[config.mk]
export PLATFORM = sky130hd
export DESIGN_NAME = j1p_core
export DESIGN_NICKNAME = d
export VERILOG_FILES = /design/src/rtl/j1p_pkg.sv /design/src/rtl/j1p_stack.sv /design/src/rtl/j1p_core.sv
export SDC_FILE = /design/constraint.sdc
export NUM_CORES = 1
export LEC_CHECK = 0
export CORE_UTILIZATION = 45
export DETAILED_ROUTE_END_ITERATION = 6
export HOLD_SLACK_MARGIN = 0.06
export PLACE_DENSITY = 0.64
export SLEW_MARGIN = 25
export SYNTH_ARGS = -nofsm -noshare
export SYNTH_HDL_FRONTEND = slang
export SYNTH_HIERARCHICAL = 1
export SYNTH_SLANG_ARGS = --single-unit
[constraint.sdc]
create_clock -name clk -period 6.31 [get_ports clk]
set_input_delay 1.262 -clock clk [delete_from_list [all_inputs] [get_ports clk]]
set_output_delay 1.262 -clock clk [all_outputs]
set_load 0.01 [all_outputs]
[src/rtl/j1p_pkg.sv]
// Shared definitions for the j1p stack CPU: instruction classes, ALU ops,
// field positions, stack-delta codes and fault flag indices.
package j1p_pkg;

  localparam logic [2:0] CLS_JMP  = 3'b000;
  localparam logic [2:0] CLS_BR0  = 3'b001;
  localparam logic [2:0] CLS_CALL = 3'b010;
  localparam logic [2:0] CLS_ALU  = 3'b011;
  localparam int         BIT_LIT  = 15;

  localparam int BIT_R2P = 7;
  localparam int BIT_N2A = 6;
  localparam int BIT_T2R = 5;
  localparam int BIT_T2N = 4;

  localparam logic [1:0] DLT_INC = 2'b01;
  localparam logic [1:0] DLT_DEC = 2'b11;

  localparam int FLT_DOVF = 0;
  localparam int FLT_DUNF = 1;
  localparam int FLT_ROVF = 2;
  localparam int FLT_RUNF = 3;

  typedef enum logic [3:0] {
    OP_T, OP_N, OP_ADD, OP_AND, OP_OR, OP_XOR, OP_INV, OP_EQ,
    OP_SGT, OP_SRA, OP_DEC, OP_R, OP_LD, OP_SHL, OP_DEP, OP_UGT
  } alu_op_e;

  typedef enum logic [1:0] {ST_BOOT, ST_RUN, ST_HALT} core_state_e;

  typedef struct packed {
    logic push;
    logic pop;
  } dlt_t;

  // Reserved code 2'b10 decodes as no movement.
  function automatic dlt_t dlt_dec(input logic [1:0] d);
    dlt_t r;
    r.push = (d == DLT_INC);
    r.pop  = (d == DLT_DEC);
    return r;
  endfunction

endpackage

[src/rtl/j1p_stack.sv]
// Register-array LIFO; updates on the clock when en is high, top/count/ovf/unf are combinational.
// push+pop together replaces the top entry; no internal backpressure, the caller gates en on faults.
module j1p_stack #(
  parameter int WIDTH = 16,
  parameter int DEPTH = 15,
  parameter int CNT_W = 5
) (
  input  logic             clk,
  input  logic             rst_n,
  input  logic             en,
  input  logic             push,
  input  logic             pop,
  input  logic [WIDTH-1:0] push_dat,
  output logic [WIDTH-1:0] top_dat,
  output logic [CNT_W-1:0] count,
  output logic             ovf,
  output logic             unf
);

  logic [WIDTH-1:0] mem_q [DEPTH];
  logic [WIDTH-1:0] mem_d [DEPTH];
  logic [CNT_W-1:0] cnt_q, cnt_d;

  assign count = cnt_q;
  assign ovf   = push && !pop && (cnt_q == CNT_W'(DEPTH));
  assign unf   = pop && (cnt_q == '0);

  always_comb begin
    top_dat = '0;
    for (int i = 0; i < DEPTH; i++) begin
      if (int'(cnt_q) == i + 1) top_dat = mem_q[i];
    end
  end

  always_comb begin
    mem_d = mem_q;
    cnt_d = cnt_q;
    if (en) begin
      if (push && pop) begin
        for (int i = 0; i < DEPTH; i++) begin
          if (int'(cnt_q) == i + 1) mem_d[i] = push_dat;
        end
      end else if (push) begin
        for (int i = 0; i < DEPTH; i++) begin
          if (int'(cnt_q) == i) mem_d[i] = push_dat;
        end
        cnt_d = cnt_q + 1'b1;
      end else if (pop) begin
        cnt_d = cnt_q - 1'b1;
      end
    end
  end

  always_ff @(posedge clk or negedge rst_n) begin
    if (!rst_n) begin
      cnt_q <= '0;
      for (int i = 0; i < DEPTH; i++) mem_q[i] <= '0;
    end else begin
      cnt_q <= cnt_d;
      mem_q <= mem_d;
    end
  end

endmodule

[src/rtl/j1p_core.sv]
// J1-compatible stack CPU, one instruction per cycle; code_addr is the next pc (sync ROM).
// Loads hold mem_rd and freeze all state until mem_ready; a stack fault halts until reset.
module j1p_core
  import j1p_pkg::*;
#(
  parameter int WIDTH  = 16,
  parameter int DDEPTH = 15,
  parameter int RDEPTH = 17,
  parameter int CNT_W  = $clog2(RDEPTH + 1)
) (
  input  logic             clk,
  input  logic             reset_n,
  output logic [12:0]      code_addr,
  input  logic [15:0]      insn,
  output logic [WIDTH-1:0] mem_addr,
  output logic [WIDTH-1:0] dout,
  output logic             mem_wr,
  output logic             mem_rd,
  input  logic             mem_ready,
  input  logic [WIDTH-1:0] din,
  output logic [3:0]       fault
);

  core_state_e      state_q, state_d;
  logic [12:0]      pc_q, pc_d;
  logic [WIDTH-1:0] t_q, t_d;
  logic             t_vld_q, t_vld_d;
  logic [3:0]       fault_q, fault_d;

  logic [WIDTH-1:0] n_w, r_w, rs_in, alu_t;
  logic [CNT_W-1:0] dcount, rcount;
  logic             d_ovf, d_unf, r_ovf, r_unf;
  logic             ds_push_req, ds_push, ds_pop, rs_push, rs_pop;
  logic             exec, is_lit, is_alu, is_load, stall, trip, commit;
  logic [3:0]       flags;
  logic [12:0]      ret_addr;
  dlt_t             dd, rd;

  assign exec     = (state_q == ST_RUN);
  assign is_lit   = insn[BIT_LIT];
  assign is_alu   = (insn[15:13] == CLS_ALU);
  assign is_load  = is_alu && (insn[12:8] == 5'd12);
  assign dd       = dlt_dec(insn[1:0]);
  assign rd       = dlt_dec(insn[3:2]);
  assign ret_addr = pc_q + 13'd1;

  // T starts empty after reset, so the first push only fills T.
  always_comb begin
    ds_push_req = 1'b0;
    ds_pop      = 1'b0;
    rs_push     = 1'b0;
    rs_pop      = 1'b0;
    if (is_lit) begin
      ds_push_req = 1'b1;
    end else if (insn[15:13] == CLS_BR0) begin
      ds_pop = 1'b1;
    end else if (insn[15:13] == CLS_CALL) begin
      rs_push = 1'b1;
    end else if (is_alu) begin
      ds_push_req = dd.push | (insn[BIT_T2N] & ~dd.pop);
      ds_pop      = dd.pop  | (insn[BIT_T2N] & ~dd.push);
      rs_push     = rd.push;
      rs_pop      = rd.pop;
    end
    ds_push = ds_push_req && (t_vld_q || ds_pop);
  end

  assign rs_in = (is_alu && insn[BIT_T2R]) ? t_q
                                           : {{(WIDTH-14){1'b0}}, ret_addr, 1'b0};

  always_comb begin
    flags           = '0;
    flags[FLT_DOVF] = d_ovf;
    flags[FLT_DUNF] = d_unf;
    flags[FLT_ROVF] = r_ovf;
    flags[FLT_RUNF] = r_unf;
  end

  assign trip   = exec && (|flags);
  assign stall  = exec && is_load && !mem_ready;
  assign commit = exec && !trip && !stall;

  j1p_stack #(.WIDTH(WIDTH), .DEPTH(DDEPTH), .CNT_W(CNT_W)) u_dstack (
    .clk(clk), .rst_n(reset_n), .en(commit), .push(ds_push), .pop(ds_pop),
    .push_dat(t_q), .top_dat(n_w), .count(dcount), .ovf(d_ovf), .unf(d_unf)
  );

  j1p_stack #(.WIDTH(WIDTH), .DEPTH(RDEPTH), .CNT_W(CNT_W)) u_rstack (
    .clk(clk), .rst_n(reset_n), .en(commit), .push(rs_push), .pop(rs_pop),
    .push_dat(rs_in), .top_dat(r_w), .count(rcount), .ovf(r_ovf), .unf(r_unf)
  );

  always_comb begin
    alu_t = t_q;
    if (!insn[12]) begin
      case (alu_op_e'(insn[11:8]))
        OP_T:    alu_t = t_q;
        OP_N:    alu_t = n_w;
        OP_ADD:  alu_t = t_q + n_w;
        OP_AND:  alu_t = t_q & n_w;
        OP_OR:   alu_t = t_q | n_w;
        OP_XOR:  alu_t = t_q ^ n_w;
        OP_INV:  alu_t = ~t_q;
        OP_EQ:   alu_t = {WIDTH{n_w == t_q}};
        OP_SGT:  alu_t = {WIDTH{$signed(t_q) > $signed(n_w)}};
        OP_SRA:  alu_t = {t_q[WIDTH-1], t_q[WIDTH-1:1]};
        OP_DEC:  alu_t = t_q - WIDTH'(1);
        OP_R:    alu_t = r_w;
        OP_LD:   alu_t = din;
        OP_SHL:  alu_t = {t_q[WIDTH-2:0], 1'b0};
        OP_DEP:  alu_t = WIDTH'(dcount);
        OP_UGT:  alu_t = {WIDTH{t_q > n_w}};
        default: alu_t = t_q;
      endcase
    end
  end

  always_comb begin
    state_d = state_q;
    pc_d    = pc_q;
    t_d     = t_q;
    t_vld_d = t_vld_q;
    fault_d = fault_q | (trip ? flags : 4'b0);
    case (state_q)
      ST_BOOT: begin
        state_d = ST_RUN;
        pc_d    = '0;
      end
      ST_RUN: begin
        if (trip) begin
          state_d = ST_HALT;
        end else if (commit) begin
          pc_d = ret_addr;
          if (ds_push_req) t_vld_d = 1'b1;
          if (is_lit) begin
            t_d = {{(WIDTH-15){1'b0}}, insn[14:0]};
          end else begin
            case (insn[15:13])
              CLS_JMP, CLS_CALL: pc_d = insn[12:0];
              CLS_BR0: begin
                if (t_q == '0) pc_d = insn[12:0];
                t_d = n_w;
              end
              default: begin
                t_d = alu_t;
                if (insn[BIT_R2P]) pc_d = r_w[13:1];
              end
            endcase
          end
        end
      end
      default: state_d = ST_HALT;
    endcase
  end

  always_ff @(posedge clk or negedge reset_n) begin
    if (!reset_n) begin
      state_q <= ST_BOOT;
      pc_q    <= '0;
      t_q     <= '0;
      t_vld_q <= 1'b0;
      fault_q <= '0;
    end else begin
      state_q <= state_d;
      pc_q    <= pc_d;
      t_q     <= t_d;
      t_vld_q <= t_vld_d;
      fault_q <= fault_d;
    end
  end

  assign code_addr = pc_d;
  assign mem_addr  = t_q;
  assign dout      = n_w;
  assign mem_wr    = commit && is_alu && insn[BIT_N2A];
  assign mem_rd    = exec && is_load && !trip;
  assign fault     = fault_q;

  a_cnt_bound: assert property (@(posedge clk) disable iff (!reset_n)
    (dcount <= CNT_W'(DDEPTH)) && (rcount <= CNT_W'(RDEPTH)));

endmodule

==> reports/qor.yml <==
status: "complete, no violations"
cts_root_buffer: "clkbuf_16"
crit_required_ps: 5050
comb_power_share: 0.532
syn_nets: 3008
place_inst: 3899
cp.arrival_ps: 4960
drt_wl_total_um: 114000
cp-start-kind: "flop"
antenna_found_initial: 1
crit_path_end: "code_addr[1]"
synth.most_common_cell: "dfrtp_1"
path_class: "flop to primary output"
htree_levels: 3
synthTopCellsByCount: "dfrtp_1, mux2_2, nor2_1"
cp-startpoint: "u_rstack/count[4]"
dpl.hpwl_um: 79000
netlist_instances: 2892
grt_usage: 0.316
synthFlopType: "dfrtp_1"
pin_count: 86
worst-path-stages: 10
cts_inserted_buffers: 67
avgViaCountPerCell: 6.40
p_int_mw: 10.7
core.rowCount: 97
grt_pass1_vias: 25900
clock.fmax_mhz: 161
clkPwrFrac: 0.205
dieHeight_um: 268
fin_cells: 4020
clk_path_buf_depth: 3
place_congestion: 1.02
synth_edf_count: 0
clock_latency_ps: 640
grt_pass1_wl_um: 170000
cp_max_fo: 11
synth-seq-area-share: 0.439
die_width_um: 268
clk_transition_reported_paths_ps: 60
setup_violations: 0
ys_ff_latch: 558
ant_nets: 0
pwr-share-seq: 0.263
finalHoldViolations: 0
portBuffers: 85
coreArea_mm2: 0.0700
crit_family: "compound AO/OA/AOI/OAI gates"
hold_path.class: "flop to flop"
grt_setup_unrepaired: "no"
synth_top_area_frac: 0.439
synthTopCellsByArea: "dfrtp_1, mux2_2, ha_1, a21oi_1, o21ai_0"
rrSetupSlack_ps: 260
grt_max_degree: 182
path_cells: "or3_1, buf_4, o32ai_1, a21boi_0, o211a_1, o21ai_0, o22ai_1, a21oi_1, a21o_1, clkdlybuf4s50_1"
maxCapViolCount: 0
cts_tree: "yes"
swShare: 0.452
power.leakage_nw: 17.0
finalClockSkew_ps: 53.0
power.net_switching_mw: 8.88
utilization: 0.524
overflow: 0
die_area_mm2: 0.0718
netlist_area_mm2: 0.0318
slew_headroom: 0.279
cp_slowest_cell: "or3_1"
vias: 25700
ir_worst_vdd_v: 0.000499
worstMarginPinSlew_ps: 1070
yosys_warnings: 6
r2r-end: "mem_addr[15]"
path_buf_inv: 2
dpl-instance-area_mm2: 0.0343
ctsHoldBuffers: 0
drive_above_1_share: 0.289
fin_crit_ps: 6220
wire_per_inst_um: 28.3
finalPower_mw: 19.6
synthArstFlopShare: 1.00
area_growth_syn_to_layout_pct: 15.3
setup_ws_ps: 89.8
power.density_mw_per_mm2: 535
slowest_delay_ps: 850
slew_violations: 0
r2r-start: "u_dstack/count[3]"
cts.sinks: 558
final_cell_area_mm2: 0.0367
initial_core_util: 0.455
end_kind: "primary output"
yosysUniqueCellTypes: 114
drt_iter0_drc: 3189
final_nets: 3146
dr.pass1.iters: 7
syn_area_per_cell_um2: 11.0
post-route-drc-count: 0
place_worst_setup_slack_ps: -11.2
yosys.area.top_type: "dfrtp_1"
reg2reg_depth: 18
fin_crit_sh: 0.986
## placed cells by master, fill, tap and decap left out, drive strengths merged, types with 16 or more instances in the layout
master         count
o221ai            29
mux2             530
nor2             176
buf              204
clkbuf            96
xnor2             27
a31oi             24
nand2b            31
xor2              18
a22o              18
a21o              26
inv               78
o21ai            146
a221oi            24
nand2            128
nor3              54
and3              27
dfrtp            558
a211oi            27
clkdlybuf4s50     78
a22oi             34
a21oi            139
nor4              17
nor3b             16
o22ai             57
ha                78
nor2b             28
nand3             66
mux2i             60
o211ai            19
## power groups by stage
stage / registers, mW / clock network [mW] / logic, mW
final: 5.16 / 4.02 / 10.4
after global placement: 5.14 / 0 / 10.0
after detailed placement: 5.18 / 0 / 10.1
after global routing: 5.26 / 4.23 / 11.1
after CTS: 5.13 / 4.08 / 10.2
after floorplan: 4.94 / 0 / 6.16
## how the worst min path moves through the flow
stage,start,to,slack (ps),depth (start not counted)
global placement,fault[1],fault[1],440,1
finish,fault[1],fault[1],450,1
detailed placement,fault[1],fault[1],450,1
CTS,fault[1],fault[1],460,1
floorplan,t_vld_q,t_vld_q,440,1
global route,fault[1],fault[1],470,1
## final cells by class
cell class | count | area (µm²)
Inverter | 73 | 275
Clock buffer | 96 | 1970
Antenna cell | 1 | 2.50
Fill cell | 6168 | 33300
Sequential cell | 558 | 14000
Clock inverter | 22 | 335
Tap cell | 940 | 1180
Multi-Input combinational cell | 2042 | 16400
Timing Repair Buffer | 288 | 2520
## repair_timing
item | CTS | global route
pin swaps | 0 | 1
gates resized for setup | 2 | 13
endpoints found under the setup margin | 3 | 14
hold endpoints to repair | 0 | 0
setup buffers | 0 | 1
## cells by family (layout without fill, tap and decap cells)
kind of cell               count (synthesis)  count (layout)  share of synthesized area
other                                      0               1                          0
buffers and inverters                    292             479                     0.0456
DFF                                      558             558                      0.439
adders and majority gates                 81              81                     0.0325
and+or+nand+nor                          639             639                      0.113
AOI/OAI and AO/OA                        680             680                      0.144
xor gates and xnor gates                  45              45                     0.0124
muxes                                    597             597                      0.214
## state kept, by name (all words and copies together) (netlist names)
register,count
u_rstack/count,5
u_dstack/mem_q,240
fault,4
t_vld_q,1
pc_q,13
mem_addr,16
u_dstack/count,5
u_rstack/mem_q,272
state_q,2
## metrics by stage
step | hold slack, ps | TNS, ps
6_report | 452 | 0
5_1_grt | 472 | 0
4_1_cts | 458 | 0
3_5_place_dp | 447 | -11.2
3_3_place_gp | 439 | 0
2_1_floorplan | 444 | 0
## layer usage
layer / part of all wire / vias to the layer above / global-route usage
met5: 0.00015 / - / 0
met4: 0.048 / 2 / 0.146
met3: 0.091 / 311 / 0.0654
met2: 0.45 / 1374 / 0.482
met1: 0.41 / 13100 / 0.430
li1: - / 11000 / -
Note: power is estimated with default switching activity, not from simulation.
